[config.mk]
export PLATFORM = sky130hd
export DESIGN_NAME = word_serializer
export DESIGN_NICKNAME = d
export VERILOG_FILES = /design/src/rtl/word_serializer.sv
export SDC_FILE = /design/constraint.sdc
export NUM_CORES = 1
export LEC_CHECK = 0
export BUFFER_PORTS_ARGS = -buffer_cell sky130_fd_sc_hd__buf_2
export CORE_AREA = 2 2 54 46
export CTS_CLUSTER_DIAMETER = 30
export DETAILED_ROUTE_END_ITERATION = 12
export DIE_AREA = 0 0 56 48
export PLACE_DENSITY = 0.79
export SLEW_MARGIN = 30
export SYNTH_ARGS = -nofsm -noshare
export SYNTH_HDL_FRONTEND = slang
export SYNTH_SLANG_ARGS = --single-unit
[constraint.sdc]
create_clock -name clk -period 1.83 [get_ports clk]
set_input_delay 0.183 -clock clk [delete_from_list [all_inputs] [get_ports clk]]
set_output_delay 0.183 -clock clk [all_outputs]
set_load 0.01 [all_outputs]
[src/rtl/word_serializer.sv]
// Word-to-chunk serializer: emits IN_WIDTH-bit words as OUT_WIDTH-bit chunks, LS chunk first,
// one chunk per step pulse, with a one-word holding buffer for gap-free back-to-back words.
module word_serializer #(
    parameter int IN_WIDTH  = 8,
    parameter int OUT_WIDTH = 2
) (
    input  logic                 clk,
    input  logic                 rst,
    input  logic                 in_valid,
    input  logic [IN_WIDTH-1:0]  in_data,
    input  logic                 in_last,
    output logic                 in_ready,
    input  logic                 step,
    output logic                 out_valid,
    output logic [OUT_WIDTH-1:0] out_data,
    output logic                 out_last,
    output logic                 done
);

    localparam int N_CHUNKS = IN_WIDTH / OUT_WIDTH;
    localparam int IDX_W    = (N_CHUNKS > 1) ? $clog2(N_CHUNKS) : 1;
    localparam logic [IDX_W-1:0] LAST_IDX = IDX_W'(N_CHUNKS - 1);

    logic [IN_WIDTH-1:0] sh_data;
    logic                sh_last;
    logic                sh_valid;
    logic [IDX_W-1:0]    idx;

    logic [IN_WIDTH-1:0] buf_data;
    logic                buf_last;
    logic                buf_full;

    logic accept;
    logic advance;
    logic finishing;
    logic shifter_free;

    assign in_ready     = !buf_full && !rst;
    assign accept       = in_valid && in_ready;
    assign advance      = sh_valid && step;
    assign finishing    = advance && (idx == LAST_IDX);
    assign shifter_free = !sh_valid || finishing;

    assign out_valid = sh_valid;
    assign out_data  = sh_data[OUT_WIDTH-1:0];
    assign out_last  = sh_valid && sh_last && (idx == LAST_IDX);

    always_ff @(posedge clk) begin
        if (rst) begin
            sh_data  <= '0;
            sh_last  <= 1'b0;
            sh_valid <= 1'b0;
            idx      <= '0;
            buf_data <= '0;
            buf_last <= 1'b0;
            buf_full <= 1'b0;
            done     <= 1'b0;
        end else begin
            done <= out_last && step;

            if (shifter_free && buf_full) begin
                // Refill from the buffer; a same-cycle accept keeps the buffer occupied.
                sh_data  <= buf_data;
                sh_last  <= buf_last;
                sh_valid <= 1'b1;
                idx      <= '0;
                if (accept) begin
                    buf_data <= in_data;
                    buf_last <= in_last;
                end else begin
                    buf_full <= 1'b0;
                end
            end else if (shifter_free && accept) begin
                sh_data  <= in_data;
                sh_last  <= in_last;
                sh_valid <= 1'b1;
                idx      <= '0;
            end else begin
                if (finishing) begin
                    sh_data  <= '0;
                    sh_last  <= 1'b0;
                    sh_valid <= 1'b0;
                    idx      <= '0;
                end else if (advance) begin
                    sh_data <= sh_data >> OUT_WIDTH;
                    idx     <= idx + IDX_W'(1);
                end
                if (accept) begin
                    buf_data <= in_data;
                    buf_last <= in_last;
                    buf_full <= 1'b1;
                end
            end
        end
    end

endmodule

# After elaboration in Yosys (flattened, before gate mapping)
# Index checks and enable logic that the tools add are counted.
# Widths: inputs -> output; s select.
word_totals:
  regBits: 23
  output_inout_bits: 6
classes:
  n_addsub: 1
  n_mux: 19
  n_eq_ne: 3
  n_reduce_logical: 18
ops:
  columns: ["cell", "count"]
  rows:
  - ["$mux 8", 7]
  - ["$mux 1", 12]
  - ["$logic_and 1x1->1", 9]
  - ["$ne 2x2->1 const B", 2]
  - ["$reduce_bool 4->1", 1]
  - ["$reduce_or 4->1", 1]
  - ["$logic_not 1->1", 3]
  - ["$reduce_and 3->1", 1]
  - ["$reduce_bool 3->1", 1]
  - ["$add 2x1->2 const B", 1]
  - ["$eq 2x2->1 const B", 1]
  - ["$reduce_bool 2->1", 1]
  - ["$logic_or 1x1->1", 1]

# Depth between registers and ports, before layout
# Gate-level depths: netlist (run 1).
depth:
  ltp_word: 6
  mapped_depth: 6
  depth_no_buf: 5

# Worst setup path after synthesis (run 1)
# Ideal clock, no wire load.
synth_path:
  kind: "register to register"
  startpoint: "register idx[0]"
  endpoint: "register buf_data[0]"
  setup_ps: 128
  path_stages_with_launch: 7
  period_less_slack_ps: 1589
  required_time_ps: 1702
  path_slack_ps: 241
  t_arrival_ps: 1462
  path_cell_list: "dfxtp_1 ha_1 a21boi_4 or3b_1 buf_6 mux2i_1 nor2_1"
synth_via:
  elab_chain_cells: 5
  word_cells_on_any_way: 7
synth_lines:
  columns: ["item", "line_no", "text"]
  rows:
  - ["from (decl)", "27", "logic [IDX_W-1:0] idx;"]
  - ["from (signal assigned)", "86", "idx <= idx + IDX_W'(1);"]
  - ["$eq 2x2->1 (*)", "41", "assign finishing = advance && (idx == LAST_IDX);"]
  - ["$logic_and 1x1->1 (*)", "41", null]
  - ["$logic_or 1x1->1 (*)", "42", "assign shifter_free = !sh_valid || finishing;"]
  - ["$logic_and 1x1->1, on equally long branches", "61, 73", null]
  - ["$ne 2x2->1 (no source line) or $mux 8 (tied branches)", null, null]
  - ["to (signal assigned)", "68", "buf_data <= in_data;"]
  - ["to (signal assigned)", "89", "buf_data <= in_data;"]
  - ["to (decl)", "29", "logic [IN_WIDTH-1:0] buf_data;"]
# Every way passes the cells marked *; elsewhere a longest branch is shown, timed or not.
# A chain may end at the register's enable or synchronous reset.

# Worst setup path in the final report (run 1)
layout_path:
  startpoint: "register idx[0]"
  endpoint: "register sh_data[1]"
layout_via:
  elab_chain_cells: 6
  word_cells_on_any_way: 9
layout_lines:
  columns: ["item", "line_no", "text"]
  rows:
  - ["$eq 2x2->1 (*)", "41", null]
  - ["$logic_and 1x1->1 (*)", "41", null]
  - ["$logic_or 1x1->1", "42", null]
  - ["$logic_and 1x1->1", "73", "end else if (shifter_free && accept) begin"]
  - ["$mux 8", "73", null]
  - ["$mux 8", "61", "if (shifter_free && buf_full) begin"]
  - ["to (signal assigned)", "63", "sh_data <= buf_data;"]
  - ["to (signal assigned)", "74", "sh_data <= in_data;"]
  - ["to (signal assigned)", "85", "sh_data <= sh_data >> OUT_WIDTH;"]
  - ["to (decl)", "24", "logic [IN_WIDTH-1:0] sh_data;"]
# Marked as above.

==> results list, run 1 <==
- The congestion estimate from routability-driven global placement came to ~0.83.
* Number of synthesized register bits: 23
- Maximum number of pins on one net before global-route repair: 22
* Count of buffers inserted at the top-level ports: 18
- Clock-pin slew was measured on the worst setup and hold paths at 0.13 ns.
- In this run the worst path has a maximum fanout of 6.
- Commonest non-fill, non-tap cell in the layout: sky130_fd_sc_hd__dfxtp_1
* Largest vdd supply drop: 0.000564 V
- Total iterations of the first detailed-routing run: 4
- Max H-tree Level: 1
- Min-Delay Path Class: in -> reg
* Share of final-layout standard cells stronger than drive strength 1: 20.9%
- Gate family responsible for the most delay along the worst path: simple AND/OR/NAND/NOR gates
* Ports: 19
- Core Rows: 15
- Max Cap Violations: 0
- The number of different library cells used by synthesis comes to 31.
- After layout, the worst path uses 90.6% of the clock period.
- Post-Layout Cell Count: about 160
- Setup-violating endpoint count in the final report: 0
- Summed over all nets, the half-perimeter wirelength after detailed placement is 1500 um.
* Fin Clk Skew: 0.00403 ns
* CP peak stage delay: 0.48 ns
- The first global-routing pass estimated 3590 um of wire.
* Required time of the worst setup path: ~2 ns
- Ordered cell list for the critical path: ha_1, a21boi_4, or3_1, mux2i_1, o221ai_1
- Adding up every negative setup slack in the final design gives 0 ns.
- Setup repair after global routing left no endpoint under its margin.
- The longest clock path from root to sink contains 2 buffers.
* Avg Vias per Cell: 5.38
- Power density cells: 747 mW/mm2
- The die covers 0.00269 mm2.
- Root buffer selected by CTS: sky130_fd_sc_hd__clkbuf_4
* Worst-case headroom to the max-slew limit: 63.0%
* Worst-Margin Slew: 0.554 ns
* Critical path arrival: around 1.9 ns
* Top library cells by usage in the layout, fill and taps aside: sky130_fd_sc_hd__dfxtp_1, sky130_fd_sc_hd__buf_2, sky130_fd_sc_hd__nor2_1
* Die Ht: between 40 and 50 um
* Initial Utilization: 51.7%
* Mean area per synthesized cell: 9.14 um2
* Placeable core region: between 0.002 and 0.0025 mm2
- Antenna diodes: 0
- Number of antenna violations at the first check in global routing: 0
- The number of nets in the synthesized netlist is ~130.
- For the finished layout, the period the worst path requires is between 1.5 and 2 ns.
- Counting the buffers created by CTS gives 3.
- The slowest stage of the critical path is the sky130_fd_sc_hd__or3_1 cell.
- Post-synthesis instance total: 119
- Based on the critical path, the design can be clocked at up to 603 MHz.
- Crit Path Class: reg -> reg
- Overall die width: about 56 um
- Crit start category: flop
- Count of hold buffers inserted by post-cts repair: 0
- Counting tap cells, the placed design contains a total of 159 instances.
- For this run, the number of Yosys warnings is 0.
- Number of nets in the layout: about 150
- Portion of the post-synthesis area used by sequential elements: 42.3%
- For this design the static power due to leakage is between 0.6 and 0.7 nW.
- CTS saw 23 sinks.
* Endpoint type of the worst setup path: flop
- The later pin in the worst-skew pair is clocked with a latency of 0.32 ns.
* Gr ovfl total: 0
- All-Layer GR Usage: 17.7%
- Final number of max-transition violations: 0
- In this run the cell area of the synthesized design comes to 0.00109 mm2.
* Number of design-rule violations left by the first detailed-router iteration: 12
* Post-route DRC: 0
- Summing over every cut layer, the via total after detailed routing is 882.
- ANT nets after route: 0
- The via count of the first global-routing pass is between 800 and 900.
- Crit path buf inv count: 0
- Dividing the detail-routed wire length by the instance count gives between 10 and 15 um.
- TritonCTS clock tree: done
- The total count of hold-check failures in the final report was 0.
- Status: finished clean
* Final wirelength: 2110 um
- Signed area change from the synthesized netlist to the final layout: 13.7%
state kept, by name, summed over array words and instances (netlist names):
register   cells
buf_data       8
sh_data        8
idx            2
buf_full       1
buf_last       1
done           1
out_valid      1
sh_last        1
cell families after synthesis:
family / after synthesis / share of synthesized area [%]
fa+ha+maj: 1 / 1.15
xor+xnor: 1 / 0.806
flops: 23 / 42.3
simple gates: 48 / 22.0
mux: 16 / 14.7
buf+inv: 13 / 5.98
compound gates: 17 / 13.0
where the power goes:
group	internal, mW	switching (mW)	total [mW]
clock	0.0819	0.156	0.238
combinational	0.0690	0.0798	0.149
sequential	0.524	0.0127	0.536
cell usage after synthesis:
master / instances / area share (%)
sky130_fd_sc_hd__and3b_1: 1 / 0.81
sky130_fd_sc_hd__or3_1: 1 / 0.58
sky130_fd_sc_hd__buf_4: 2 / 1.4
sky130_fd_sc_hd__nand2_1: 7 / 2.4
sky130_fd_sc_hd__a21boi_4: 1 / 1.7
sky130_fd_sc_hd__nor3b_1: 2 / 1.4
sky130_fd_sc_hd__o221ai_1: 6 / 4.8
sky130_fd_sc_hd__a22oi_1: 1 / 0.69
sky130_fd_sc_hd__a21o_1: 1 / 0.69
sky130_fd_sc_hd__buf_2: 1 / 0.46
sky130_fd_sc_hd__a21oi_1: 3 / 1.4
sky130_fd_sc_hd__buf_6: 1 / 1.0
sky130_fd_sc_hd__xor2_1: 1 / 0.81
sky130_fd_sc_hd__nor2b_1: 1 / 0.58
sky130_fd_sc_hd__nand2b_1: 2 / 1.2
sky130_fd_sc_hd__or3b_1: 1 / 0.81
sky130_fd_sc_hd__and2_1: 6 / 3.5
sky130_fd_sc_hd__a221oi_1: 2 / 1.6
sky130_fd_sc_hd__nand3_1: 1 / 0.46
sky130_fd_sc_hd__inv_1: 6 / 2.1
sky130_fd_sc_hd__dfxtp_1: 23 / 42
sky130_fd_sc_hd__nor3_1: 7 / 3.2
sky130_fd_sc_hd__a211oi_1: 1 / 0.69
sky130_fd_sc_hd__and3_1: 1 / 0.58
sky130_fd_sc_hd__ha_1: 1 / 1.2
sky130_fd_sc_hd__clkbuf_1: 2 / 0.69
sky130_fd_sc_hd__o21bai_1: 2 / 1.4
sky130_fd_sc_hd__and2b_1: 1 / 0.69
sky130_fd_sc_hd__mux2i_1: 16 / 15
sky130_fd_sc_hd__nor2_1: 17 / 5.9
sky130_fd_sc_hd__buf_1: 1 / 0.34
final cells by class:
class / count / area [um2]
Inverter: 6 / 22.5
Timing Repair Buffer: 23 / 128
Multi-Input combinational cell: 83 / 567
Clock buffer: 3 / 22.5
Fill cell: 184 / 866
Clock inverter: 1 / 5.00
Tap cell: 25 / 31.3
Sequential cell: 23 / 460
routing by layer:
| metal | wire (um) | share of wire (%) | up-vias | track usage, % |
|---|---|---|---|---|
| li1 | - | - | 455 | - |
| met1 | 1060 | 50 | 404 | 22.1 |
| met2 | 940 | 45 | 16 | 29.2 |
| met3 | 78 | 3.7 | 7 | 5.68 |
| met4 | 37 | 1.8 | 0 | 7.14 |
| met5 | 0 | 0 | - | 0 |
worst min-delay path: cells and delay by family:
kind                   cells  cell delay [ns]
buffers and inverters      1             0.09
and+or+nand+nor            1             0.07
muxes                      1             0.05
per-stage QoR:
stage	area (um2)	total power [mW]	util (%)	setup WS, ns	hold WS, ns
6_report	1240	0.923	58.8	0.172	0.107
5_1_grt	1240	0.979	58.8	0.0243	0.107
4_1_cts	1220	0.926	58.2	0.0814	0.104
3_5_place_dp	1200	0.691	56.9	0.109	0.443
3_3_place_gp	1200	0.687	56.9	0.166	0.434
2_1_floorplan	1090	0.646	-	0.241	0.308
path summary, 6_finish.rpt:
path              slack (ns)  depth (start not counted)                        to                startpoint
setup / recovery        0.17                          5   sh_data[1]$_SDFFE_PP0P_       idx[0]$_SDFFE_PP0P_
hold / removal          0.11                          3  buf_data[6]$_SDFFE_PP0P_                in_data[6]
setup reg to reg        0.17                          5   sh_data[1]$_SDFFE_PP0P_       idx[0]$_SDFFE_PP0P_
hold reg to reg         0.49                          2   sh_data[0]$_SDFFE_PP0P_  buf_data[0]$_SDFFE_PP0P_
timing repair:
item                       4_1_cts  5_1_grt
setup endpoints to repair        0       10
gates resized for setup          0        1
buffers inserted                 0        1
hold endpoints to repair         0        0
(Power assumes the default switching activity.)
==> inputs of run 2 (changes only) <==
--- a/config.mk
+++ b/config.mk
@@ -6,11 +6,11 @@
 export NUM_CORES = 1
 export LEC_CHECK = 0
 export BUFFER_PORTS_ARGS = -buffer_cell sky130_fd_sc_hd__buf_2
-export CORE_AREA = 2 2 54 46
+export CORE_AREA = 2 2 66 55
 export CTS_CLUSTER_DIAMETER = 30
 export DETAILED_ROUTE_END_ITERATION = 12
-export DIE_AREA = 0 0 56 48
-export PLACE_DENSITY = 0.79
+export DIE_AREA = 0 0 68 57
+export PLACE_DENSITY = 0.58
 export SLEW_MARGIN = 30
 export SYNTH_ARGS = -nofsm -noshare
 export SYNTH_HDL_FRONTEND = slang
==> run 2 against run 1 <==
Net effect:
- register-to-register slack got worse by 0.07 ns
- critical endpoint is now buf_data[7]$_SDFFE_PP0P_
- critical path type unchanged
- first-iteration DRC count increased by 120%
- global-route usage decreased by 5.9 points
- flip-flop and latch count unchanged
- largest cell class unchanged
==> results list, run 2 (same netlist as run 1, synthesis figures left out) <==
- Setup repair after global routing left no endpoint under its margin.
- The total wire length after detailed routing was 2070 um (-2.0%).
- Initial Utilization: 33.1% (-19 points)
- The worst register-to-register path begins at idx[0]$_SDFFE_PP0P_.
- Max H-tree Level: 1 (unchanged)
- CP max-delay cell: sky130_fd_sc_hd__or3b_1
- The biggest cell delay along the critical path is 0.41 ns (-0.07 ns).
* Total iterations of the first detailed-routing run: 6 (+2)
- Worst-case headroom to the max-slew limit: 48.0% (-15 points)
* Number of setup buffers added after CTS: 0 (unchanged)
- Post-route DRC: 0 (unchanged)
* Clock slew seen by the registers of the worst setup and hold paths: 0.08 ns (-0.05 ns)
- TritonCTS clock tree: done
- The flop-to-flop setup slack is 0.10 ns (-0.07 ns).
- Number of antenna violations at the first check in global routing: 0 (unchanged)
- Overall die width: 68 um (+21%)
- The required time of the critical path is 1.98 ns (-0.04 ns).
* Hold depth: 3 (unchanged)
- The routed length per placed instance is 11.4 um (-11%).
* Ordered cell list for the critical path: ha_1, a21boi_4, or3b_1, buf_4, mux2i_1, nor2_1
* Origin of the worst min-delay path: in_data[0]
- The number of buffers on the longest clock path is 2 (unchanged).
* Share of final-layout standard cells stronger than drive strength 1: 20.1% (-0.72 points)
* ANT nets after route: 0 (unchanged)
- Count of hold buffers inserted by post-cts repair: 0 (unchanged)
- Detail Route met3 WL: 55 um (-29%)
- Compared with the post-synthesis result, the final layout area differs by 16.9%.
* Status: finished clean
- Peak Freq: 578 MHz (-4.1%)
- Avg Vias per Cell: 4.81 (-11%)
- Final number of max-transition violations: 0 (unchanged)
- The total via count after detailed routing is 871 (-1.2%).
* WHS Endpoint: buf_data[0]$_SDFFE_PP0P_
* Gr ovfl total: 0 (unchanged)
- The clock period minus final worst setup slack was 1.73 ns (+0.0711 ns).
* Met2 wire length: 1020 um (+8.3%)
- Largest vdd supply drop: 0.000436 V (-23%)
* Fin Clk Skew: 0.000871 ns (-0.00316 ns)
* Count of buffers inserted at the top-level ports: 18 (unchanged)
- Final weighted congestion in routability-driven placement: 0.713 (-14%)
- The worst register-to-register path ends at buf_data[7]$_SDFFE_PP0P_.
- All-Layer GR Usage: 11.8% (-5.9 points)
- In the final layout, the registers with the most flip-flops are buf_data (8), sh_data (8), idx (2).
- Share of the cycle needed by the critical path after routing: 94.5% (+3.9 points)
- Power density cells: 780 mW/mm2 (+4.4%)
- Min-Delay Path Class: in -> reg
- The number of buffers created by CTS came to 3 (unchanged).
* Total chip power: 0.991 mW (+7.4%)
- Antenna diodes: 0 (unchanged)
* Static power due to leakage: 0.618 nW (+0.92%)
- The detailed router used layers up to and including met4.
* Placeable core region: 0.00328 mm2 (+56%)
- Worst-Margin Slew: 0.778 ns (+0.223 ns)
- The number of nets in the layout was 154 (unchanged).
* Critical path arrival: 1.88 ns (+0.03 ns)
- Commonest non-fill, non-tap cell in the layout: sky130_fd_sc_hd__dfxtp_1
- Die area: 0.00388 mm2 (+44%)
- Hold violation total from the final report: 0 (unchanged)
- The count of fill cells added during filler insertion was 347 (+89%).
- Maximum number of pins on one net before global-route repair: 22 (unchanged)
- Maximum net fanout on the critical path: 8 (+2)
- Hold slack: 0.168 ns (+0.0601 ns)
- Worst-case reg-to-reg path depth: 6 (+1)
- The total of max-cap violations was 0 (unchanged).
- The die height is 57 um (+19%).
* CTS Sinks: 23 (unchanged)
- Post-Layout Cell Count: 181 (+10%)
- The number of top-level pins is 19 (unchanged).
- The post-CTS resize count was 0 (unchanged).
- Placed cells: 177 (+11%)
- The total negative slack for setup checks came to 0 ns (unchanged).
- Core Rows: 19 (+4)
* Crit start category: flop
* Crit Path Class: reg -> reg
- The tree is rooted in a sky130_fd_sc_hd__clkbuf_8.
* Wire length of the first global-routing pass: 3500 um (-2.7%)
* Setup-violating endpoint count in the final report: 0 (unchanged)
* Detailed placement HPWL: 1550 um (+3.1%)
- Number of design-rule violations left by the first detailed-router iteration: 26 (+14)
- The clock latency on the worst-skew pair is 0.26 ns (-0.06 ns).
- Number of global-route vias before repair: 793 (-1.1%)
- The total routed wire length on the met1 layer came to 986 um (-6.5%).
* Endpoint type of the worst setup path: flop
- Top library cells by usage in the layout, fill and taps aside: sky130_fd_sc_hd__dfxtp_1, sky130_fd_sc_hd__buf_2, sky130_fd_sc_hd__nor2_1
## run 2: changes by cell type in the layout (fill, tap and decap cells not counted)
cell                       previous run  this run
sky130_fd_sc_hd__clkbuf_8             0         3
sky130_fd_sc_hd__nor3b_2              1         0
sky130_fd_sc_hd__clkbuf_4             3         0
sky130_fd_sc_hd__nor3b_1              1         2
## run 2: worst max path at each step
| stage | to | from | cells past startpoint | slack [ns] |
|---|---|---|---|---|
| after floorplan | buf_data[0]$_SDFFE_PP0P_ | idx[0]$_SDFFE_PP0P_ | 6 | 0.24 |
| after CTS | buf_data[7]$_SDFFE_PP0P_ | idx[0]$_SDFFE_PP0P_ | 6 | 0.09 |
| final | buf_data[7]$_SDFFE_PP0P_ | idx[0]$_SDFFE_PP0P_ | 6 | 0.10 |
| after detailed placement | buf_data[7]$_SDFFE_PP0P_ | idx[0]$_SDFFE_PP0P_ | 6 | 0.11 |
| after global routing | buf_data[7]$_SDFFE_PP0P_ | idx[0]$_SDFFE_PP0P_ | 6 | 0.02 |
| after global placement | buf_last$_SDFFE_PP0P_ | idx[0]$_SDFFE_PP0P_ | 6 | 0.14 |
## run 2: metrics by stage
step | setup slack, ns | area [um2] | util [%]
3_3_place_gp | 0.145 | 1220 | 37.3
5_1_grt | 0.0156 | 1270 | 38.7
3_5_place_dp | 0.107 | 1220 | 37.3
2_1_floorplan | 0.241 | 1090 | -
4_1_cts | 0.0876 | 1270 | 38.7
6_report | 0.101 | 1270 | 38.7
## run 2: cell type report
cell class	count	area, um2	area share [%]
Clock buffer	3	41.3	3.25
Sequential cell	23	460	36.2
Multi-Input combinational cell	83	562	44.2
Tap cell	42	52.6	4.13
Inverter	6	22.5	1.77
Clock inverter	1	5.00	0.394
Timing Repair Buffer	23	128	10.0
## run 2: where the power goes
group	total [mW]	leakage, nW	internal, mW	switching (mW)
Combinational	0.145	0.405	0.0691	0.0763
Sequential	0.536	0.187	0.523	0.0130
Clock	0.310	0.0255	0.152	0.158
## run 2: critical path, delay by kind of cell, from the launching register on
family          cells  cell delay (ns)
compound gates      1             0.23
fa+ha+maj           1             0.26
buf+inv             1             0.19
flops               1             0.33
mux                 1             0.16
simple gates        2             0.46
## run 2: layer usage
layer  up-vias  track usage [%]
met5         -                0
met4         0             2.57
met3         2             2.37
met2        12             20.4
met1       405             15.0
li1        452                -
